## config.mk

```make
export PLATFORM = sky130hd
export DESIGN_NAME = vector_sequencer_flat
export DESIGN_NICKNAME = d
export VERILOG_FILES = /design/src/rtl/vector_sequencer_if.sv /design/src/rtl/vector_sequencer.sv /design/src/flat_wrapper.sv
export SDC_FILE = /design/constraint.sdc
export NUM_CORES = 1
export LEC_CHECK = 0
export CORE_MARGIN = 1.5
export CORE_UTILIZATION = 35
export CTS_CLUSTER_DIAMETER = 100
export DETAILED_ROUTE_END_ITERATION = 7
export GPL_ROUTABILITY_DRIVEN = 0
export PLACE_DENSITY = 0.58
export SLEW_MARGIN = 10
export SYNTH_ARGS = -nofsm -noshare
export SYNTH_HDL_FRONTEND = slang
export SYNTH_SLANG_ARGS = --single-unit
```

## constraint.sdc

```tcl
create_clock -name clk -period 2.5 [get_ports clk]
set_input_delay 0.75 -clock clk [delete_from_list [all_inputs] [get_ports clk]]
set_output_delay 0.75 -clock clk [all_outputs]
set_load 0.02 [all_outputs]
```

## src/rtl/vector_sequencer_if.sv

```systemverilog
// Port bundle for vector_sequencer: vector load, run control, DUT stimulus/response and result status.
interface vector_sequencer_if #(
    parameter int IN_W  = 3,
    parameter int OUT_W = 1,
    parameter int AW    = 4
);
    logic                  ld_en;
    logic [AW-1:0]         ld_addr;
    logic [IN_W+OUT_W-1:0] ld_data;
    logic [AW:0]           num_vec;
    logic                  start;
    logic [IN_W-1:0]       dut_in;
    logic [OUT_W-1:0]      dut_out;
    logic                  busy;
    logic                  done;
    logic                  pass;
    logic [15:0]           err_count;
    logic [AW:0]           vec_idx;
    logic                  fail_vld;
    logic [AW:0]           fail_idx;
    logic [OUT_W-1:0]      fail_got;
    logic [OUT_W-1:0]      fail_exp;

    modport master (
        output ld_en, ld_addr, ld_data, num_vec, start, dut_out,
        input  dut_in, busy, done, pass, err_count, vec_idx,
               fail_vld, fail_idx, fail_got, fail_exp
    );

    modport slave (
        input  ld_en, ld_addr, ld_data, num_vec, start, dut_out,
        output dut_in, busy, done, pass, err_count, vec_idx,
               fail_vld, fail_idx, fail_got, fail_exp
    );
endinterface

```

## src/rtl/vector_sequencer.sv

```systemverilog
// On-chip test-vector sequencer: replays {stimulus, expected} vectors from a small RAM
// into a combinational DUT, counts mismatches and keeps the first failing vector.
module vector_sequencer #(
    parameter int IN_W   = 3,
    parameter int OUT_W  = 1,
    parameter int AW     = 4,
    parameter int SETTLE = 1
) (
    input  logic                 clk,
    input  logic                 reset,
    vector_sequencer_if.slave    bus
);
    localparam int DEPTH = 1 << AW;
    localparam int WCW   = (SETTLE > 1) ? $clog2(SETTLE) : 1;
    localparam logic [AW:0]    MAX_VEC  = (AW+1)'(DEPTH);
    localparam logic [WCW-1:0] WAIT_END = WCW'(SETTLE - 1);

    typedef enum logic [2:0] {IDLE, APPLY, WAIT, CHECK, DONE} state_t;
    typedef struct packed {
        logic [IN_W-1:0]  stim;
        logic [OUT_W-1:0] exp;
    } vec_t;

    vec_t mem [DEPTH];
    vec_t rd;

    state_t           state_q, state_d;
    logic [AW:0]      num_q, num_d, idx_q, idx_d, fidx_q, fidx_d;
    logic [IN_W-1:0]  din_q, din_d;
    logic [OUT_W-1:0] exp_q, exp_d, fgot_q, fgot_d, fexp_q, fexp_d;
    logic [15:0]      err_q, err_d, err_nxt;
    logic             fvld_q, fvld_d, pass_q, pass_d;
    logic [WCW-1:0]   wcnt_q, wcnt_d;
    logic             idle_like, mism;

    assign idle_like = (state_q == IDLE) || (state_q == DONE);
    assign mism      = (bus.dut_out != exp_q);
    assign rd        = mem[idx_q[AW-1:0]];

    // RAM is frozen while a run is in progress.
    always_ff @(posedge clk) begin
        if (reset && bus.ld_en && idle_like)
            mem[bus.ld_addr] <= bus.ld_data;
    end

    always_comb begin
        state_d = state_q;
        num_d   = num_q;
        idx_d   = idx_q;
        fidx_d  = fidx_q;
        din_d   = din_q;
        exp_d   = exp_q;
        fgot_d  = fgot_q;
        fexp_d  = fexp_q;
        err_d   = err_q;
        fvld_d  = fvld_q;
        pass_d  = pass_q;
        wcnt_d  = wcnt_q;
        err_nxt = err_q;
        case (state_q)
            IDLE, DONE: begin
                if (bus.start) begin
                    num_d  = (bus.num_vec > MAX_VEC) ? MAX_VEC : bus.num_vec;
                    idx_d  = '0;
                    err_d  = '0;
                    fvld_d = 1'b0;
                    fidx_d = '0;
                    fgot_d = '0;
                    fexp_d = '0;
                    if (bus.num_vec == '0) begin
                        state_d = DONE;
                        pass_d  = 1'b1;
                    end else begin
                        state_d = APPLY;
                        pass_d  = 1'b0;
                    end
                end
            end
            APPLY: begin
                din_d   = rd.stim;
                exp_d   = rd.exp;
                wcnt_d  = '0;
                state_d = WAIT;
            end
            WAIT: begin
                if (wcnt_q == WAIT_END) state_d = CHECK;
                else                    wcnt_d  = wcnt_q + 1'b1;
            end
            CHECK: begin
                if (mism && err_q != 16'hFFFF) err_nxt = err_q + 16'd1;
                err_d = err_nxt;
                if (mism && !fvld_q) begin
                    fvld_d = 1'b1;
                    fidx_d = idx_q;
                    fgot_d = bus.dut_out;
                    fexp_d = exp_q;
                end
                if (idx_q == num_q - 1'b1) begin
                    state_d = DONE;
                    pass_d  = (err_nxt == '0);
                end else begin
                    idx_d   = idx_q + 1'b1;
                    state_d = APPLY;
                end
            end
            default: state_d = IDLE;
        endcase
    end

    always_ff @(posedge clk) begin
        if (!reset) begin
            state_q <= IDLE;
            num_q   <= '0;
            idx_q   <= '0;
            fidx_q  <= '0;
            din_q   <= '0;
            exp_q   <= '0;
            fgot_q  <= '0;
            fexp_q  <= '0;
            err_q   <= '0;
            fvld_q  <= 1'b0;
            pass_q  <= 1'b0;
            wcnt_q  <= '0;
        end else begin
            state_q <= state_d;
            num_q   <= num_d;
            idx_q   <= idx_d;
            fidx_q  <= fidx_d;
            din_q   <= din_d;
            exp_q   <= exp_d;
            fgot_q  <= fgot_d;
            fexp_q  <= fexp_d;
            err_q   <= err_d;
            fvld_q  <= fvld_d;
            pass_q  <= pass_d;
            wcnt_q  <= wcnt_d;
        end
    end

    assign bus.dut_in    = din_q;
    assign bus.busy      = (state_q == APPLY) || (state_q == WAIT) || (state_q == CHECK);
    assign bus.done      = (state_q == DONE);
    assign bus.pass      = pass_q;
    assign bus.err_count = err_q;
    assign bus.vec_idx   = idx_q;
    assign bus.fail_vld  = fvld_q;
    assign bus.fail_idx  = fidx_q;
    assign bus.fail_got  = fgot_q;
    assign bus.fail_exp  = fexp_q;
endmodule

```

## src/flat_wrapper.sv

```systemverilog
// flat-port wrapper written by rule: the top's interface ports become plain ports
module vector_sequencer_flat 
#(
    parameter int IN_W   = 3,
    parameter int OUT_W  = 1,
    parameter int AW     = 4,
    parameter int SETTLE = 1
)
  (clk, reset, bus_ld_en, bus_ld_addr, bus_ld_data, bus_num_vec, bus_start, bus_dut_out, bus_dut_in, bus_busy, bus_done, bus_pass, bus_err_count, bus_vec_idx, bus_fail_vld, bus_fail_idx, bus_fail_got, bus_fail_exp);
  vector_sequencer_if #(.IN_W(IN_W), .OUT_W(OUT_W), .AW(AW)) bus_i ();
  input  logic clk;
  input  logic reset;
  input wire logic [$bits(bus_i.ld_en)-1:0] bus_ld_en;
  input wire logic [$bits(bus_i.ld_addr)-1:0] bus_ld_addr;
  input wire logic [$bits(bus_i.ld_data)-1:0] bus_ld_data;
  input wire logic [$bits(bus_i.num_vec)-1:0] bus_num_vec;
  input wire logic [$bits(bus_i.start)-1:0] bus_start;
  input wire logic [$bits(bus_i.dut_out)-1:0] bus_dut_out;
  output wire logic [$bits(bus_i.dut_in)-1:0] bus_dut_in;
  output wire logic [$bits(bus_i.busy)-1:0] bus_busy;
  output wire logic [$bits(bus_i.done)-1:0] bus_done;
  output wire logic [$bits(bus_i.pass)-1:0] bus_pass;
  output wire logic [$bits(bus_i.err_count)-1:0] bus_err_count;
  output wire logic [$bits(bus_i.vec_idx)-1:0] bus_vec_idx;
  output wire logic [$bits(bus_i.fail_vld)-1:0] bus_fail_vld;
  output wire logic [$bits(bus_i.fail_idx)-1:0] bus_fail_idx;
  output wire logic [$bits(bus_i.fail_got)-1:0] bus_fail_got;
  output wire logic [$bits(bus_i.fail_exp)-1:0] bus_fail_exp;
  assign bus_i.ld_en = bus_ld_en;
  assign bus_i.ld_addr = bus_ld_addr;
  assign bus_i.ld_data = bus_ld_data;
  assign bus_i.num_vec = bus_num_vec;
  assign bus_i.start = bus_start;
  assign bus_i.dut_out = bus_dut_out;
  assign bus_dut_in = bus_i.dut_in;
  assign bus_busy = bus_i.busy;
  assign bus_done = bus_i.done;
  assign bus_pass = bus_i.pass;
  assign bus_err_count = bus_i.err_count;
  assign bus_vec_idx = bus_i.vec_idx;
  assign bus_fail_vld = bus_i.fail_vld;
  assign bus_fail_idx = bus_i.fail_idx;
  assign bus_fail_got = bus_i.fail_got;
  assign bus_fail_exp = bus_i.fail_exp;
  vector_sequencer #(.IN_W(IN_W), .OUT_W(OUT_W), .AW(AW), .SETTLE(SETTLE)) u_core (.clk(clk), .reset(reset), .bus(bus_i));
endmodule
```

==> impl_summary.md <==
Route
In the routed design, unresolved DRC markers number 0. The number of DRC markers in iteration 0 is roughly 270. The detailed-route wire length per cell is 16.8 microns. The count of nets left with antenna violations after detail routing is 0. The total number of vias is 3,597. The first-pass iteration count of the detailed router is 4. After detailed routing, the number of vias per cell comes to 5.23. The total detailed-routing wirelength is 11.5 mm.

Clock tree
The longest clock path from root to sink contains 2 buffers. The buffer type at the clock tree root is sky130_fd_sc_hd__clkbuf_16. The total CTS buffers is 9.

The clock-pin slew on the worst setup and hold paths is about 0.080 ns. The hold buffer count at CTS is 0. The number of sinks on the clock net is between 100 and 150. The clock latency reported for the late side of the worst-skew pair is ~0.35 ns. The H-tree was split into 3 levels. The clock tree from TritonCTS is yes.

Setup path
The master of the slowest instance on the critical path is sky130_fd_sc_hd__clkdlybuf4s50_1. The nature of the critical path endpoint is a primary output. The type of the worst setup path is flip-flop to primary output. The data arrival time at the worst-slack endpoint is roughly 1.6 ns. In this design, the largest share of critical-path delay is due to buffers and inverters. The startpoint type of the worst setup path is a flip-flop. In this run the worst path has a maximum fanout of 9.

The sum of buffers and inverters on the critical path is 1. The critical path goes through clkdlybuf4s50_1. The largest stage delay on the critical path is slightly below 0.7 ns.

The required time at the endpoint of the critical path is around 1.8 ns.

Die
The area of the die is about 15,000 sq um. The width of the chip is 121 microns. The core region is between 10,000 and 15,000 sq um. The die is 121 microns tall. For this configuration, the core starts out at a cell density of 35.6%.

53 I/O pins were placed. The count of standard-cell rows is 43.

Final layout
The number of antenna diodes in the final layout is 0. The post-layout instance count excluding filler cells is 688. The net count reported at finish is between 500 and 600.

The share of final-layout standard cells stronger than drive strength 1 is roughly a fifth. The area growth from synthesis to final layout is 27.1%. With fillers left out, the area of the finished cells amounts to 6220 sq um.

STA
Based on the critical path, the design can be clocked at up to between 400 and 500 MHz. The headroom to the max-slew limit is 43.1%. The final critical-path share of the clock period is 93.5%.

The shortest clock period the worst path allows after layout is 2.34 ns. The worst setup skew after layout is ~0.0085 ns. Setup repair after global routing left no endpoint under its margin. The setup-violating endpoint count in the final report is 0. At the pin with the least slew margin, the transition time is 0.848 ns. The final hold slack is around 0.47 ns.

The total negative setup slack is 0 ns. The max-slew violation count came to 0. The final count of hold timing violations is 0.

Global route
The overall fraction of global-route tracks in use is between 15 and 20%. The number of global-route vias before repair came to between 3,000 and 4,000. The first global-routing pass estimated between 15 and 20 mm of wire. The initial antenna violation count is 0. After global routing the overflow that remains totals 0.

Entering global routing, the biggest net connects 24 pins.

Synthesis
By count the netlist is led by 64 x sky130_fd_sc_hd__edfxtp_1, 52 x sky130_fd_sc_hd__nor2_1, 42 x sky130_fd_sc_hd__dfxtp_1. The synthesized netlist occupies a cell area of ~4900 sq um. The most common cell in the synthesized netlist is sky130_fd_sc_hd__edfxtp_1. Counting flops with a built-in enable in the synthesized netlist gives 64. The number of distinct standard cells referenced by the synthesized netlist is 54. After synthesis, flip-flops and latches occupy between 50% and 60% of the total area. Dividing the synthesized area by the synthesized cell count gives about 12 sq um. The net count after synthesis is approximately 440. The number of flip-flops and latches in the synthesized netlist is about 110. The proportion of register bits with asynchronous set or reset after synthesis is 0%. Summed over its instances, the top area cell type makes up between 30% and 40% of the synthesized netlist area. The number of warnings issued by yosys is 0. For this run, the leading register cell type out of synthesis is sky130_fd_sc_hd__edfxtp_1. Of all cell types, the one taking the most synthesized area is sky130_fd_sc_hd__edfxtp_1.

Sorting the synthesized cells by area gives the leading types as sky130_fd_sc_hd__edfxtp_1 39%, sky130_fd_sc_hd__dfxtp_1 17%, sky130_fd_sc_hd__mux4_2 9.2%. The gate count after technology mapping is about 420.

Placement
The count of buffers inserted at the top-level ports is 52. The detailed-placement wirelength estimate is 8.38 mm. The number of placed instances, taps included, is around 670.

The placement-stage cell area is slightly below 6000 sq um.

Hold path
The worst min-delay path class is flip-flop to flip-flop.

Job
The tool flagged a number of max-cap violations equal to 0.

Run status
The run finished with clean final reports.

Pwr
The power per unit of standard cell area is 667 nW/um^2. The worst vdd rail ir drop is around 0.00044 V. The static leakage power is 2.12 nW.
## cells in the final DEF (no fill, tap or decap), types with 5 or more instances in the layout
master / netlist / routed
sky130_fd_sc_hd__a21oi_1: 23 / 23
sky130_fd_sc_hd__xor2_1: 6 / 5
sky130_fd_sc_hd__nand3_1: 18 / 18
sky130_fd_sc_hd__xnor2_1: 13 / 13
sky130_fd_sc_hd__o21ai_0: 11 / 11
sky130_fd_sc_hd__nand3b_1: 6 / 6
sky130_fd_sc_hd__dfxtp_1: 42 / 42
sky130_fd_sc_hd__nand2_1: 36 / 36
sky130_fd_sc_hd__nor3_1: 13 / 12
sky130_fd_sc_hd__mux4_2: 20 / 20
sky130_fd_sc_hd__nor2_1: 52 / 52
sky130_fd_sc_hd__clkdlybuf4s50_1: 0 / 49
sky130_fd_sc_hd__edfxtp_1: 64 / 64
sky130_fd_sc_hd__or3_1: 8 / 8
sky130_fd_sc_hd__buf_4: 0 / 49
sky130_fd_sc_hd__mux2i_1: 7 / 7
sky130_fd_sc_hd__clkbuf_16: 0 / 9
sky130_fd_sc_hd__and2_1: 5 / 5
## power by group
part | total (mW) | switching (mW) | leakage (nW) | internal (mW)
logic | 0.802 | 0.463 | 1.07 | 0.339
registers | 1.98 | 0.0651 | 0.916 | 1.91
clock network | 1.37 | 0.676 | 0.140 | 0.695
## sequential cells by signal, summed over array words and instances (netlist names)
register and cells:
u_core.bus.fail_idx 5, u_core.exp_q 1, u_core.bus.dut_in 3, u_core.bus.vec_idx 5
u_core.state_q 3, u_core.bus.err_count 16, u_core.num_q 5, u_core.bus.fail_vld 1
u_core.mem 64, u_core.bus.pass 1, u_core.bus.fail_got 1, u_core.bus.fail_exp 1
## layout make-up
cell class              count  area (sq um)
well taps                 180           225
clock inverters             7          61.3
repair buffers            101           888
inverters                   5          18.8
multi-input cells         280          2040
flip-flops and latches    106          2760
clock buffers               9           225
fillers                  1306          7550
## cells by family after synthesis
group / after synthesis / share of synthesized area (%)
and+or+nand+nor: 164 / 17.1
DFF: 106 / 56.4
AOI/OAI and AO/OA: 65 / 8.71
buffers and inverters: 29 / 2.40
muxes: 28 / 10.9
xor gates and xnor gates: 20 / 3.73
adders and majority gates: 3 / 0.767
## metal layers
layer  track usage, %  part of all wire, %  vias up
met5                0                    0        -
met4             7.65                  2.0        0
met3             2.96                  4.8       18
met2             28.2                   51       81
met1             21.0                   42     1770
li1                 -                    -     1728
## worst paths after layout
| kind | depth (start not counted) | slack (ns) | endpoint | start |
|---|---|---|---|---|
| worst min-delay path | 2 | 0.47 | u_core.num_q[4] | u_core.num_q[4] |
| worst min register to register | 2 | 0.47 | u_core.num_q[4] | u_core.num_q[4] |
| worst max register to register | 6 | 0.29 | u_core.bus.pass | u_core.bus.err_count[7] |
| worst max-delay path | 1 | 0.16 | bus_err_count[2] | u_core.bus.err_count[2] |
## metrics by stage
stage / total power [mW] / worst slack (ns) / util, %
5_1_grt: 4.33 / 0.0584 / 45.2
2_1_floorplan: 2.49 / 0.00449 / -
6_report: 4.15 / 0.163 / 45.2
3_5_place_dp: 2.82 / -0.375 / 42.9
4_1_cts: 4.19 / 0.0731 / 45.0
3_3_place_gp: 2.80 / -0.315 / 42.9
## what timing repair did
item / 4_1_cts / 5_1_grt
pin swaps: 0 / 1
setup endpoints to repair: 3 / 1
endpoints found under the hold margin: 0 / 0
resized for setup: 3 / 3
setup buffers: 0 / 1
Note: power is estimated with default switching activity, not from simulation.
